--- src/rtl/cpu_mem_pkg.sv ---
// Shared types and constants for the CPU-to-byte-bus memory interface.
// Holds the FSM encoding, beat counts and the big-endian lane mapping.
package cpu_mem_pkg;

    typedef enum logic [1:0] {
        IDLE = 2'd0,
        BEAT = 2'd1,
        DONE = 2'd2
    } mem_state_e;

    localparam int unsigned BEATS_WORD = 4;
    localparam int unsigned BEATS_BYTE = 1;
    localparam int unsigned ADDR_W     = 32;
    localparam int unsigned DATA_W     = 32;
    localparam int unsigned BYTE_W     = 8;

    // Beat 0 carries the most significant byte of a word.
    function automatic logic [4:0] lane_lsb(input logic [1:0] beat);
        return {2'(2'd3 - beat), 3'b000};
    endfunction

    function automatic logic [7:0] lane_byte(input logic [31:0] word,
                                             input logic        is_word,
                                             input logic [1:0]  beat);
        return is_word ? word[lane_lsb(beat) +: 8] : word[7:0];
    endfunction

endpackage

--- src/rtl/memory_interface_unit.sv ---
// Serialises 32-bit word / byte CPU accesses onto an 8-bit acked memory bus.
// Big-endian beat order; all outputs registered.
module memory_interface_unit
    import cpu_mem_pkg::*;
(
    input  logic                Clk,
    input  logic                Reset,
    input  logic                MFA,
    input  logic                READ_WRITE,
    input  logic                WORD_BYTE,
    input  logic [ADDR_W-1:0]   Address,
    input  logic [DATA_W-1:0]   DataIn,
    output logic [DATA_W-1:0]   DataOut,
    output logic                MFC,
    output logic                AlignErr,
    output logic [ADDR_W-1:0]   BusAddr,
    output logic [BYTE_W-1:0]   BusWData,
    input  logic [BYTE_W-1:0]   BusRData,
    output logic                BusReq,
    output logic                BusWE,
    input  logic                BusAck
);

    mem_state_e          state_q, state_d;
    logic [1:0]          beat_q, beat_d;
    logic [ADDR_W-1:0]   base_q, base_d;
    logic [DATA_W-1:0]   wdata_q, wdata_d;
    logic                rd_q, rd_d;
    logic                word_q, word_d;
    logic [23:0]         asm_q, asm_d;
    logic [DATA_W-1:0]   dout_q, dout_d;
    logic [ADDR_W-1:0]   bus_addr_q, bus_addr_d;
    logic [BYTE_W-1:0]   bus_wdata_q, bus_wdata_d;
    logic                mfc_q, mfc_d;
    logic                align_q, align_d;
    logic                req_q, req_d;
    logic                we_q, we_d;

    logic [1:0]          last_beat;
    logic [1:0]          next_beat;
    logic [ADDR_W-1:0]   req_base;

    assign last_beat = word_q ? 2'(BEATS_WORD - 1) : 2'(BEATS_BYTE - 1);
    assign next_beat = beat_q + 2'd1;
    // Word accesses are forced onto a word boundary.
    assign req_base  = WORD_BYTE ? {Address[ADDR_W-1:2], 2'b00} : Address;

    // Next-state and next-output logic.
    always_comb begin
        state_d     = state_q;
        beat_d      = beat_q;
        base_d      = base_q;
        wdata_d     = wdata_q;
        rd_d        = rd_q;
        word_d      = word_q;
        asm_d       = asm_q;
        dout_d      = dout_q;
        bus_addr_d  = bus_addr_q;
        bus_wdata_d = bus_wdata_q;
        mfc_d       = mfc_q;
        align_d     = 1'b0;
        req_d       = req_q;
        we_d        = we_q;

        unique case (state_q)
            IDLE: begin
                if (MFA) begin
                    state_d     = BEAT;
                    base_d      = req_base;
                    wdata_d     = DataIn;
                    rd_d        = READ_WRITE;
                    word_d      = WORD_BYTE;
                    beat_d      = 2'd0;
                    align_d     = WORD_BYTE && (Address[1:0] != 2'b00);
                    req_d       = 1'b1;
                    we_d        = !READ_WRITE;
                    bus_addr_d  = req_base;
                    bus_wdata_d = lane_byte(DataIn, WORD_BYTE, 2'd0);
                end
            end
            BEAT: begin
                if (BusAck) begin
                    if (rd_q) begin
                        asm_d = {asm_q[15:0], BusRData};
                    end
                    if (beat_q == last_beat) begin
                        state_d = DONE;
                        req_d   = 1'b0;
                        we_d    = 1'b0;
                        mfc_d   = 1'b1;
                        if (rd_q) begin
                            dout_d = word_q ? {asm_q, BusRData} : {24'h0, BusRData};
                        end
                    end else begin
                        beat_d      = next_beat;
                        bus_addr_d  = base_q + ADDR_W'(next_beat);
                        bus_wdata_d = lane_byte(wdata_q, word_q, next_beat);
                    end
                end
            end
            DONE: begin
                if (!MFA) begin
                    state_d = IDLE;
                    mfc_d   = 1'b0;
                end
            end
            default: begin
                state_d = IDLE;
            end
        endcase
    end

    always_ff @(posedge Clk or negedge Reset) begin
        if (!Reset) begin
            state_q     <= IDLE;
            beat_q      <= 2'd0;
            base_q      <= '0;
            wdata_q     <= '0;
            rd_q        <= 1'b0;
            word_q      <= 1'b0;
            asm_q       <= '0;
            dout_q      <= '0;
            bus_addr_q  <= '0;
            bus_wdata_q <= '0;
            mfc_q       <= 1'b0;
            align_q     <= 1'b0;
            req_q       <= 1'b0;
            we_q        <= 1'b0;
        end else begin
            state_q     <= state_d;
            beat_q      <= beat_d;
            base_q      <= base_d;
            wdata_q     <= wdata_d;
            rd_q        <= rd_d;
            word_q      <= word_d;
            asm_q       <= asm_d;
            dout_q      <= dout_d;
            bus_addr_q  <= bus_addr_d;
            bus_wdata_q <= bus_wdata_d;
            mfc_q       <= mfc_d;
            align_q     <= align_d;
            req_q       <= req_d;
            we_q        <= we_d;
        end
    end

    assign DataOut  = dout_q;
    assign MFC      = mfc_q;
    assign AlignErr = align_q;
    assign BusAddr  = bus_addr_q;
    assign BusWData = bus_wdata_q;
    assign BusReq   = req_q;
    assign BusWE    = we_q;

endmodule

--- config.mk ---
export PLATFORM = sky130hd
export DESIGN_NAME = memory_interface_unit
export DESIGN_NICKNAME = d
export VERILOG_FILES = /design/src/rtl/cpu_mem_pkg.sv /design/src/rtl/memory_interface_unit.sv
export SDC_FILE = /design/constraint.sdc
export NUM_CORES = 1
export LEC_CHECK = 0
export ABC_CLOCK_PERIOD_IN_PS = 7700
export BUFFER_PORTS_ARGS = -buffer_cell sky130_fd_sc_hd__buf_2
export CAP_MARGIN = 5
export CORE_AREA = 2 2 122 124
export CTS_BUF_LIST = sky130_fd_sc_hd__clkbuf_4 sky130_fd_sc_hd__clkbuf_8
export DETAILED_ROUTE_END_ITERATION = 10
export DIE_AREA = 0 0 124 126
export PLACE_DENSITY_LB_ADDON = 0.08
export SYNTH_ARGS = -nofsm -noshare
export SYNTH_HDL_FRONTEND = slang
export SYNTH_SLANG_ARGS = --single-unit
--- constraint.sdc ---
create_clock -name Clk -period 7.7 [get_ports Clk]
set_clock_uncertainty 0.05 [all_clocks]
set_input_delay 0.77 -clock Clk [delete_from_list [all_inputs] [get_ports Clk]]
set_output_delay 0.77 -clock Clk [all_outputs]
set_load 0.02 [all_outputs]
==> results_dict.tcl <==
set metrics [dict create \
    reg2reg_depth 7 \
    synthAdderAreaFrac_pct 0.585 \
    cts_tree "built" \
    relSlewSlack_pct 28.3 \
    grt_max_degree 89 \
    num_antenna_cells 0 \
    drt-total-wl_mm 17.6 \
    p_leak_nw 4.40 \
    cts_resized 0 \
    yosys_warnings 0 \
    rsz0062_at_grt "false" \
    synth_area_per_cell_um2 9.95 \
    rows 44 \
    synth_edf_count 0 \
    crit_path_top_delay_cell "dfrtp_1" \
    power_density_nw_per_um2 430 \
    cts.sinks 170 \
    critPathRequiredTime_ns 7.96 \
    hold_viol_final 0 \
    die-area_um2 15600 \
    nNetsFinal 979 \
    ys_seq_elements 170 \
    synth_seq_area_share_pct 55.3 \
    setup_viol 0 \
    grt_usage_pct 23.4 \
    synth_compound_area_share_pct 9.90 \
    drt_iter0_drc 427 \
    worst_r2r_endpoint "BusAddr[22]" \
    cp.buffers_inverters 0 \
    switching_power_mw 1.61 \
    antenna_found_initial 0 \
    syn_area_um2 7700 \
    async_flop_share_pct 100 \
    synth_top_family_by_area "simple AND/OR/NAND/NOR gates" \
    ys_types 48 \
    htreeDepth 4 \
    seqPwrFrac_pct 42.1 \
    arrival_ns 3.14 \
    die_w_um 124 \
    crit_path_cell_trace "xor2_1 -> fa_1 -> and4_1 -> nand3_1 -> nor4_1 -> xnor2_1 -> o211ai_1" \
    outcome "complete, no violations" \
    placed_cell_area_um2 8510 \
    clockBufferDepth 2 \
    hpwl_mm 11.8 \
    clkPwrFrac_pct 16.9 \
    hp-class "in -> async" \
    path_max_fanout 16 \
    detail-route-antenna-nets 0 \
    start_kind "flip-flop" \
    min_period_over_period_pct 37.5 \
    critPathMaxStageDelay_ns 0.82 \
    grt_first_pass_wirelength_mm 28.9 \
    final_core_util_pct 62.3 \
    syn_inst 774 \
    final.min_clock_period_ns 2.89 \
    maxCapViolations 0 \
    syn_to_final_growth_pct 15.8 \
    drc_errors 0 \
    ios 154 \
    vdd_drop_max_mv 0.195 \
    synthSimpleGateAreaFrac_pct 19.4 \
    worstMarginPinSlew_ns 1.08 \
    crit_family "simple AND/OR/NAND/NOR gates" \
    yosys-mux-area-fraction_pct 8.22 \
    tns_ns 0 \
    portBuffers 153 \
    max_freq_ghz 0.347 \
    postCtsSetupRepairBufs 0 \
    vias 6023 \
    wl_per_cell_um 16.1 \
    synth-xor-area-share_pct 3.30 \
    gp_congestion 0.833 \
    fillers 1218 \
    clk_latency_ns 0.45 \
    vias_per_cell 5.50 \
    crit_type "reg -> reg" \
    cts-root-buf "clkbuf_8" \
    cts_buffers 17 \
    postLayoutCellArea_um2 8910 \
    p_comb_share_pct 41.0 \
    rr_startpoint "beat_q[0]" \
    drv_slew 0 \
    design.core.area_um2 14300 \
    synthesis.nets 855 \
    drive_gt1_share_pct 25.5 \
    grt_overflow 0 \
    holdBufCountCts 0 \
    p_sw_share_pct 42.1 \
    die_h_um 126 \
    intPower_mw 2.22 \
    grt_pass1_vias 5852 \
    ff2ff_setup_slack_ns 4.81 \
    drt-pass1-iter-count 5 \
    cts.clk_slew.worst_paths_ns 0.09 \
    crit_path_end_kind "flip-flop" \
    initial_core_util_pct 53.8 \
    ys_dominant_reg_cell "dfrtp_1" \
]
-- metrics by stage --
step	cells	total power [mW]	hold slack, ns	worst slack [ns]
finish	1095	3.83	0.295	4.81
CTS	1095	3.86	0.360	4.81
detailed placement	1063	3.20	0.412	4.70
floorplan	774	2.75	0.395	5.27
global route	1095	4.13	0.383	4.55
global placement	1063	3.14	0.407	4.83
-- flip-flops by register name (all words and copies together), names as in the netlist, 2 cells and up --
register / count
DataOut: 32
wdata_q: 32
state_q: 2
base_q: 32
BusWData: 8
beat_q: 2
asm_q: 24
BusAddr: 32
-- logic make-up after synthesis --
kind of cell,Yosys count
AND/OR/NAND/NOR,344
flip-flops,170
AO/OA/AOI/OAI,111
multiplexers,59
buffers and inverters,58
XOR/XNOR,29
adder cells (fa/ha/maj),3
-- final cells by class --
cell class / instances / area (µm²) / area share, %
clock buffers: 19 / 255 / 2.86
clock inverters: 13 / 151 / 1.70
inverters: 6 / 22.5 / 0.253
multi-input cells: 546 / 3200 / 35.9
flip-flops and latches: 170 / 4250 / 47.7
well taps: 184 / 230 / 2.58
repair buffers: 157 / 802 / 9.00
-- metal layers --
layer,GRT usage [%],vias up,routed length (µm)
met5,0,-,0
met4,7.53,0,316
met3,4.08,23,1090
met2,36.8,200,8340
met1,33.3,2905,7890
li1,-,2895,-
-- cell usage after synthesis, types with 6 or more instances --
| cell type | number | area [µm²] |
|---|---|---|
| a21oi_1 | 14 | 70.1 |
| a221o_1 | 8 | 80.1 |
| a22o_1 | 26 | 228 |
| buf_2 | 21 | 105 |
| clkbuf_1 | 26 | 97.6 |
| dfrtp_1 | 170 | 4250 |
| inv_1 | 6 | 22.5 |
| mux2_2 | 34 | 383 |
| mux2i_1 | 25 | 250 |
| nand2_1 | 263 | 987 |
| nand3_1 | 14 | 70.1 |
| nand4_1 | 9 | 56.3 |
| nor2_1 | 12 | 45.0 |
| nor4_1 | 14 | 87.6 |
| o211ai_1 | 17 | 128 |
| o21ai_0 | 32 | 160 |
| xnor2_1 | 26 | 228 |
-- placed cells by master (no fill, tap or decap), drive strengths merged, types with 17 or more instances in the layout --
master and count:
o211ai 17, o21ai 36, xnor2 26, nand2 263
mux2i 25, a22o 26, dfrtp 170, clkbuf 19
mux2 34, buf 157
-- worst max path at each step --
stage / depth (start not counted) / endpoint / from / slack [ns]
floorplan: 11 / BusAddr[30] / beat_q[0] / 5.27
global placement: 5 / DataOut[10] / BusAck / 4.83
detailed placement: 5 / DataOut[23] / BusAck / 4.70
CTS: 7 / BusAddr[28] / beat_q[0] / 4.81
global route: 5 / BusAddr[20] / state_q[0] / 4.55
finish: 7 / BusAddr[22] / beat_q[0] / 4.81
-- power by group through the flow --
stage               combinational [mW]  sequential [mW]  clock [mW]
floorplan                         1.05             1.70           0
global placement                  1.54             1.61           0
detailed placement                1.57             1.63           0
CTS                               1.58             1.61       0.660
global route                      1.76             1.67       0.699
finish                            1.57             1.61       0.648
No activity file was read; power rests on OpenSTA's default activity.
